### src/rtl/encoder_seq_ctrl.sv
// Sequencer for one encoder block: gathers input bytes, kicks the encoder,
// waits for it to finish, then drains the output subblock FIFOs.
module encoder_seq_ctrl #(
    parameter int TIMEOUT_CYCLES = 4095,
    parameter int LEN_SHORT      = 132,
    parameter int LEN_LONG       = 768
) (
    input  logic       clk,
    input  logic       reset,
    input  logic       start,
    input  logic       cbl_sel,
    input  logic       in_wr,
    input  logic       computation_done,
    input  logic       sub_empty,
    output logic       data_valid,
    output logic       code_block_length,
    output logic       rdreq_subblock,
    output logic       out_valid,
    output logic [9:0] out_count,
    output logic       busy,
    output logic       done,
    output logic       err_timeout,
    output logic [2:0] state
);

    typedef enum logic [2:0] {
        S_IDLE   = 3'd0,
        S_FILL   = 3'd1,
        S_KICK   = 3'd2,
        S_ENCODE = 3'd3,
        S_DRAIN  = 3'd4,
        S_DONE   = 3'd5,
        S_ERR    = 3'd6
    } state_t;

    // The timer must hold TIMEOUT_CYCLES-1, which can exceed the 10-bit byte counters.
    localparam int             TW   = $clog2(TIMEOUT_CYCLES + 1);
    localparam logic [TW-1:0]  TMAX = TW'(TIMEOUT_CYCLES - 1);
    localparam logic [9:0]     LS   = 10'(LEN_SHORT);
    localparam logic [9:0]     LL   = 10'(LEN_LONG);

    state_t        cur_state;
    state_t        nxt_state;
    logic          start_d;
    logic          cbl;
    logic [9:0]    in_cnt;
    logic [9:0]    out_cnt;
    logic [TW-1:0] timer;
    logic          ov;
    logic [9:0]    len;
    logic          start_edge;
    logic          rd;
    logic          timeout_hit;

    assign len         = cbl ? LL : LS;
    assign start_edge  = start & ~start_d;
    assign rd          = (cur_state == S_DRAIN) & ~sub_empty & (out_cnt < len);
    assign timeout_hit = (timer == TMAX);

    assign data_valid        = (cur_state == S_KICK);
    assign rdreq_subblock    = rd;
    assign out_valid         = ov;
    assign out_count         = out_cnt;
    assign code_block_length = cbl;
    assign busy              = (cur_state != S_IDLE);
    assign done              = (cur_state == S_DONE);
    assign err_timeout       = (cur_state == S_ERR);
    assign state             = cur_state;

    // State register.
    always_ff @(posedge clk) begin
        if (reset) begin
            cur_state <= S_IDLE;
        end else begin
            cur_state <= nxt_state;
        end
    end

    // Next-state decision; encoder completion wins over a coincident timeout.
    always_comb begin
        nxt_state = cur_state;
        case (cur_state)
            S_IDLE:   if (start_edge) nxt_state = S_FILL;
            S_FILL:   if (in_wr && ((in_cnt + 10'd1) == len)) nxt_state = S_KICK;
            S_KICK:   nxt_state = S_ENCODE;
            S_ENCODE: begin
                if (computation_done) begin
                    nxt_state = S_DRAIN;
                end else if (timeout_hit) begin
                    nxt_state = S_ERR;
                end
            end
            S_DRAIN: begin
                if (ov && (out_cnt == len)) begin
                    nxt_state = S_DONE;
                end else if (!rd && timeout_hit) begin
                    nxt_state = S_ERR;
                end
            end
            S_DONE:   nxt_state = S_IDLE;
            S_ERR:    nxt_state = S_ERR;
            default:  nxt_state = S_IDLE;
        endcase
    end

    // Counters, timer, length latch and the one-cycle read-data delay.
    always_ff @(posedge clk) begin
        if (reset) begin
            start_d <= 1'b0;
            cbl     <= 1'b0;
            in_cnt  <= '0;
            out_cnt <= '0;
            timer   <= '0;
            ov      <= 1'b0;
        end else begin
            start_d <= start;
            ov      <= rd;
            case (cur_state)
                S_IDLE: begin
                    if (start_edge) begin
                        cbl     <= cbl_sel;
                        in_cnt  <= '0;
                        out_cnt <= '0;
                        timer   <= '0;
                    end
                end
                S_FILL: begin
                    if (in_wr) in_cnt <= in_cnt + 10'd1;
                end
                S_KICK: begin
                    timer <= '0;
                end
                S_ENCODE: begin
                    if (computation_done) begin
                        timer <= '0;
                    end else if (!timeout_hit) begin
                        timer <= timer + TW'(1);
                    end
                end
                S_DRAIN: begin
                    if (rd) begin
                        out_cnt <= out_cnt + 10'd1;
                        timer   <= '0;
                    end else if (!timeout_hit) begin
                        timer <= timer + TW'(1);
                    end
                end
                default: ;
            endcase
        end
    end

endmodule

### config.mk
export PLATFORM = sky130hd
export DESIGN_NAME = encoder_seq_ctrl
export DESIGN_NICKNAME = d
export VERILOG_FILES = /design/src/rtl/encoder_seq_ctrl.sv
export SDC_FILE = /design/constraint.sdc
export NUM_CORES = 1
export LEC_CHECK = 0
export CORE_UTILIZATION = 45
export CTS_BUF_LIST = sky130_fd_sc_hd__clkbuf_2 sky130_fd_sc_hd__clkbuf_4 sky130_fd_sc_hd__clkbuf_8
export DETAILED_ROUTE_END_ITERATION = 8
export GPL_TIMING_DRIVEN = 0
export PLACE_DENSITY = 0.66
export SLEW_MARGIN = 20
export SYNTH_ARGS = -nofsm -noshare
export SYNTH_HDL_FRONTEND = slang
export SYNTH_SLANG_ARGS = --single-unit
export TNS_END_PERCENT = 5
### constraint.sdc
create_clock -name clk -period 4.17 [get_ports clk]
set_input_delay 0.834 -clock clk [delete_from_list [all_inputs] [get_ports clk]]
set_output_delay 0.834 -clock clk [all_outputs]
set_load 0.005 [all_outputs]
==> Word-level counts from Yosys, hierarchy flattened <==
Cells that the tools add are included.
{ "totals": {"reg_bits": 38, "input_bits": 7, "out_inout_bits": 20, "wordCells": 63} }
{ "op_classes": {"addsub": 3, "n_lt_le_gt_ge": 1, "n_eq_ne": 15, "muxes": 18, "bitwise_logic": 5, "n_reduce_logical": 14} }
{ "ops": {"columns": ["op", "n"], "rows": [
  ["$mux W12", 4],
  ["$pmux W12 S4", 1],
  ["$mux W10", 4],
  ["$pmux W10 S2", 2],
  ["$add A10 B1 Y10 const B", 2],
  ["$eq A10 B10 Y1", 2],
  ["$mux W3", 6],
  ["$pmux W3 S6", 1],
  ["$add A12 B1 Y12 const B", 1],
  ["$eq A12 B12 Y1 const B", 1],
  ["$lt A10 B10 Y1", 1],
  ["$eq A3 B3 Y1 const B", 3],
  ["$ne A2 B2 Y1 const B", 4],
  ["$eq A3 B2 Y1 const B", 2],
  ["$reduce_and A3 Y1", 2],
  ["$reduce_and A2 Y1", 2],
  ["$reduce_and A4 Y1", 1],
  ["$reduce_bool A2 Y1", 2],
  ["$reduce_bool A4 Y1", 1],
  ["$and A1 B1 Y1", 3],
  ["$eq A3 B1 Y1 const B", 1],
  ["$logic_and A1 B1 Y1", 3],
  ["$logic_not A3 Y1", 1],
  ["$ne A3 B1 Y1 const B", 1],
  ["4 further kinds", 5]
]} }

==> Depth between registers and ports, before layout <==
{ "depth": {"word_depth": 8, "depth_mapped": 10, "ltp_nobuf": 9} }

==> Worst setup path after synthesis <==
No wires, ideal clock.
{ "synth_timing": {"kind": "input port to output port", "startpoint": "input sub_empty", "endpoint": "output rdreq_subblock", "t_arrival_ps": 1907, "required_ps": 3336, "slack_ps": 1429, "stages": 4, "path_buffers": 1, "path_cell_list": "or2_2 or4_1 buf_6 inv_1"} }
{ "synth_via": {"elab_chain_cells": 3} }
{ "synth_rtl": {"columns": ["element", "line_no", "source"], "rows": [
  ["from (decl)", "14", "input logic sub_empty,"],
  ["$not A1 Y1", "57", "assign rd = (cur_state == S_DRAIN) & ~sub_empty & (out_cnt < len);"],
  ["$and A1 B1 Y1 (2 in a row)", "57", null],
  ["to (decl)", "17", "output logic rdreq_subblock,"]
]} }
Every way passes these cells.

==> Final worst setup path <==
Same ends and word-level chain as after synthesis.

==> results_tabular.tex <==
\begin{tabular}{lr}
\hline
Metric & Value \\
\hline
\multicolumn{2}{l}{\textbf{STA}} \\
\quad Final Cycle Share & 0.893 \\
\quad Setup tns final & 0 ns \\
\quad Min Clock Period, post-route & approximately 3.7 ns \\
\quad Worst-Margin Slew & 0.725 ns \\
\quad Hold violation count in the final report & 0 \\
\quad Worst clock skew & 0.00778 ns \\
\quad Total setup violations reported at the end of the flow & 0 \\
\quad Relative max-transition margin & 0.513 \\
\quad Unrepaired setup endpoints after global routing & no \\
\quad Pins Over Slew Limit & 0 \\
\quad Max Freq & between 200 and 300 MHz \\
\multicolumn{2}{l}{\textbf{Hold path}} \\
\quad Path category of the worst min-delay check & flip-flop to flip-flop \\
\quad Hold Path End & timer[3]\$\_SDFFE\_PP0P\_ \\
\quad Worst hold path depth & 1 \\
\quad Worst min-delay path startpoint & timer[3]\$\_SDFFE\_PP0P\_ \\
\multicolumn{2}{l}{\textbf{Setup path}} \\
\quad Count of cells along the worst register-to-register path & 9 \\
\quad Reg2reg end & timer[7]\$\_SDFFE\_PP0P\_ \\
\quad WP data required & 3.34 ns \\
\quad Data arrival time at the worst-slack endpoint & 2.89 ns \\
\quad Critical path endpoint category & primary output \\
\quad Classification of the worst setup path & input port to primary output \\
\quad Critical path peak fanout & 10 \\
\quad Critical register-to-register path startpoint & code\_block\_length\$\_SDFFE\_PP0P\_ \\
\quad Setup slack of the worst register-to-register path & 1.36 ns \\
\quad Type of element launching the critical path & input port \\
\multicolumn{2}{l}{\textbf{Synth}} \\
\quad Sequential share of the synthesized area & 0.320 \\
\quad Avg Cell Area, Syn & 7.95 um\^{}2 \\
\quad Total standard cell area after synthesis & 2380 um\^{}2 \\
\quad Share of async-settable or async-resettable flops after synthesis & 0 \\
\quad Library cells used by synthesis & between 50 and 60 \\
\quad Number of instances in the synthesized netlist & about 300 \\
\quad Number of synthesized flops with an enable pin & 0 \\
\quad Most instantiated flip-flop cell in the synthesis netlist & dfxtp\_1 \\
\quad Number of warnings printed during yosys synthesis & 0 \\
\quad Synthesized netlist net count & 316 \\
\quad Number of flip-flops and latches in the synthesized netlist & 38 \\
\multicolumn{2}{l}{\textbf{Clock tree}} \\
\quad Number of levels the H-tree was split into & 2 \\
\quad CTS Root Buffer Type & clkbuf\_8 \\
\quad Number of instances resized during post-cts repair & 0 \\
\quad TritonCTS clock tree & done \\
\quad Setup repair bufs after CTS & 0 \\
\quad CTS sink count & 38 \\
\quad CTS Buffer Depth & 2 \\
\quad Number of buffers created by CTS & 5 \\
\quad CTS Hold Bufs & 0 \\
\quad Clock-pin transition on the worst setup and hold timing paths & 0.07 ns \\
\quad Clock latency on the worst-skew pair & 0.29 ns \\
\multicolumn{2}{l}{\textbf{Place}} \\
\quad Final RePlAce weighted congestion & 0.822 \\
\quad Post-DP HPWL & 4040 um \\
\quad IO buf count & 25 \\
\multicolumn{2}{l}{\textbf{GRT}} \\
\quad Maximum number of pins on one net before global-route repair & 12 \\
\quad Initial antenna violation count & 0 \\
\quad Wire length of the first global-routing pass & 9220 um \\
\quad Number of global-route vias before repair & 1983 \\
\quad Tot GR Track Use & 0.215 \\
\quad Residual overflow from global routing & 0 \\
\multicolumn{2}{l}{\textbf{Outcome}} \\
\quad Status & completed \\
\multicolumn{2}{l}{\textbf{Detailed routing}} \\
\quad Sum of routed wire length over all layers & 5590 um \\
\quad Number of remaining DRC errors & 0 \\
\quad Count of vias placed by the detailed router & 2194 \\
\quad Post-detailed-route count of antenna-violating nets & 0 \\
\quad DRT iter0 DRCs & 77 \\
\quad Via/cell ratio & 5.46 \\
\quad WL/cell & 13.9 um \\
\quad Router iterations before antenna repair & 4 \\
\multicolumn{2}{l}{\textbf{Floorplan}} \\
\quad Initial Util & 0.465 \\
\quad Die outline area & 5570 um\^{}2 \\
\quad Die width & between 70 and 80 um \\
\quad Floorplan core area & 5110 um\^{}2 \\
\quad I/O pin total & 27 \\
\quad Vertical die dimension & 74.7 um \\
\quad Number of placement rows & 26 \\
\multicolumn{2}{l}{\textbf{Power and ir drop}} \\
\quad Switching Share & 0.336 \\
\quad Combinational group share of total power & 0.318 \\
\quad Internal power component & around 0.64 mW \\
\quad Share of power burned in the clock network & 0.277 \\
\quad Part of the power in registers & 0.405 \\
\quad IR drop worst, VDD & 0.361 mV \\
\quad Leak pwr & 0.961 nW \\
\quad Ratio of total power to cell area & 345 nW/um\^{}2 \\
\quad Post-layout total power & 0.968 mW \\
\quad Sw power & 0.325 mW \\
\multicolumn{2}{l}{\textbf{Layout}} \\
\quad Total number of nets in the final design & 348 \\
\quad Area delta synth->final & 18.2\% \\
\quad Share of final-layout standard cells stronger than drive strength 1 & 0.0783 \\
\quad Antenna cell count & 0 \\
\multicolumn{2}{l}{\textbf{Run}} \\
\quad Number of max-cap violations & 0 \\
\hline
\end{tabular}
## cells in the final DEF, fill, tap and decap left out, types with 10 or more instances in the layout
cell,netlist,final
nor2_1,27,27
inv_1,13,13
nand2_1,25,25
clkdlybuf4s50_1,0,25
dfxtp_1,38,38
a21oi_1,32,32
clkbuf_1,10,10
ha_1,10,10
xnor2_1,11,11
nand3_1,13,13
o21ai_0,15,15
## power groups by stage
stage | Sequential [mW] | Clock, mW | Combinational (mW)
after floorplan | 0.398 | 0 | 0.205
after global placement | 0.401 | 0 | 0.304
after detailed placement | 0.401 | 0 | 0.306
after CTS | 0.393 | 0.275 | 0.308
after global routing | 0.395 | 0.292 | 0.342
final | 0.392 | 0.268 | 0.308
## flip-flops by register name, indices dropped and copies added (netlist names)
signal / flops
timer: 12
out_valid: 1
in_cnt: 10
out_count: 10
state: 3
code_block_length: 1
start_d: 1
## kinds of logic (layout without fill, tap and decap cells)
family,count (synthesis),after routing,share of synthesized area
compound gates,86,86,0.245
simple gates,120,120,0.265
mux,3,3,0.0126
xor+xnor,12,12,0.0442
flops,38,38,0.320
fa+ha+maj,10,10,0.0527
buf+inv,30,63,0.0600
## layout make-up
type	instances	area [um^2]
Clock inverter	1	5.00
Fill cell	518	2300
Tap cell	70	87.6
Timing Repair Buffer	25	250
Multi-Input combinational cell	231	1470
Inverter	13	48.8
Buffer	17	93.8
Clock buffer	7	90.1
Sequential cell	38	761
## worst max-delay path, stage by stage
cell and delay [ns]:
clkdlybuf4s50_1 0.40, or2_2 0.32, or4_1 0.52, buf_6 0.16, inv_1 0.13, clkdlybuf4s50_1 0.52
## cell usage after synthesis, types with 3 or more instances
| cell type | instances | share of area |
|---|---|---|
| a211oi_1 | 8 | 0.025 |
| a21oi_1 | 32 | 0.067 |
| a311oi_1 | 4 | 0.015 |
| a31oi_1 | 4 | 0.011 |
| and2_1 | 3 | 0.0079 |
| and3_1 | 3 | 0.0079 |
| buf_2 | 3 | 0.0063 |
| clkbuf_1 | 10 | 0.016 |
| dfxtp_1 | 38 | 0.32 |
| ha_1 | 10 | 0.053 |
| inv_1 | 13 | 0.021 |
| mux2i_1 | 3 | 0.013 |
| nand2_1 | 25 | 0.039 |
| nand2b_1 | 6 | 0.016 |
| nand3_1 | 13 | 0.027 |
| nand4_1 | 4 | 0.011 |
| nor2_1 | 27 | 0.043 |
| nor2b_1 | 6 | 0.016 |
| nor3_1 | 5 | 0.011 |
| nor3b_1 | 4 | 0.013 |
| nor4_1 | 5 | 0.013 |
| o21ai_0 | 15 | 0.032 |
| or4_1 | 4 | 0.013 |
| xnor2_1 | 11 | 0.041 |
## worst max-delay path by stage
stage / from / to / depth (start not counted)
after floorplan: sub_empty / rdreq_subblock / 4
after global placement: sub_empty / rdreq_subblock / 6
after global routing: code_block_length$_SDFFE_PP0P_ / rdreq_subblock / 8
after CTS: sub_empty / rdreq_subblock / 6
final: sub_empty / rdreq_subblock / 6
after detailed placement: sub_empty / rdreq_subblock / 6
## through the flow
stage	area, um^2	util	hold WS, ns	setup slack (ns)	std cells
2_1_floorplan	2380	-	0.449	1.43	299
3_3_place_gp	2710	0.531	0.466	0.446	394
3_5_place_dp	2710	0.531	0.469	0.448	394
4_1_cts	2810	0.550	0.483	0.441	402
5_1_grt	2810	0.550	0.502	0.288	402
6_report	2810	0.550	0.483	0.447	402
## routing by layer
metal / track usage / vias up / routed length [um]
met5: 0 / - / 0
met4: 0.0482 / 0 / 41
met3: 0.0402 / 4 / 185
met2: 0.354 / 27 / 2550
met1: 0.293 / 1007 / 2810
li1: - / 1156 / -
Power figures use the tool's default switching activity.
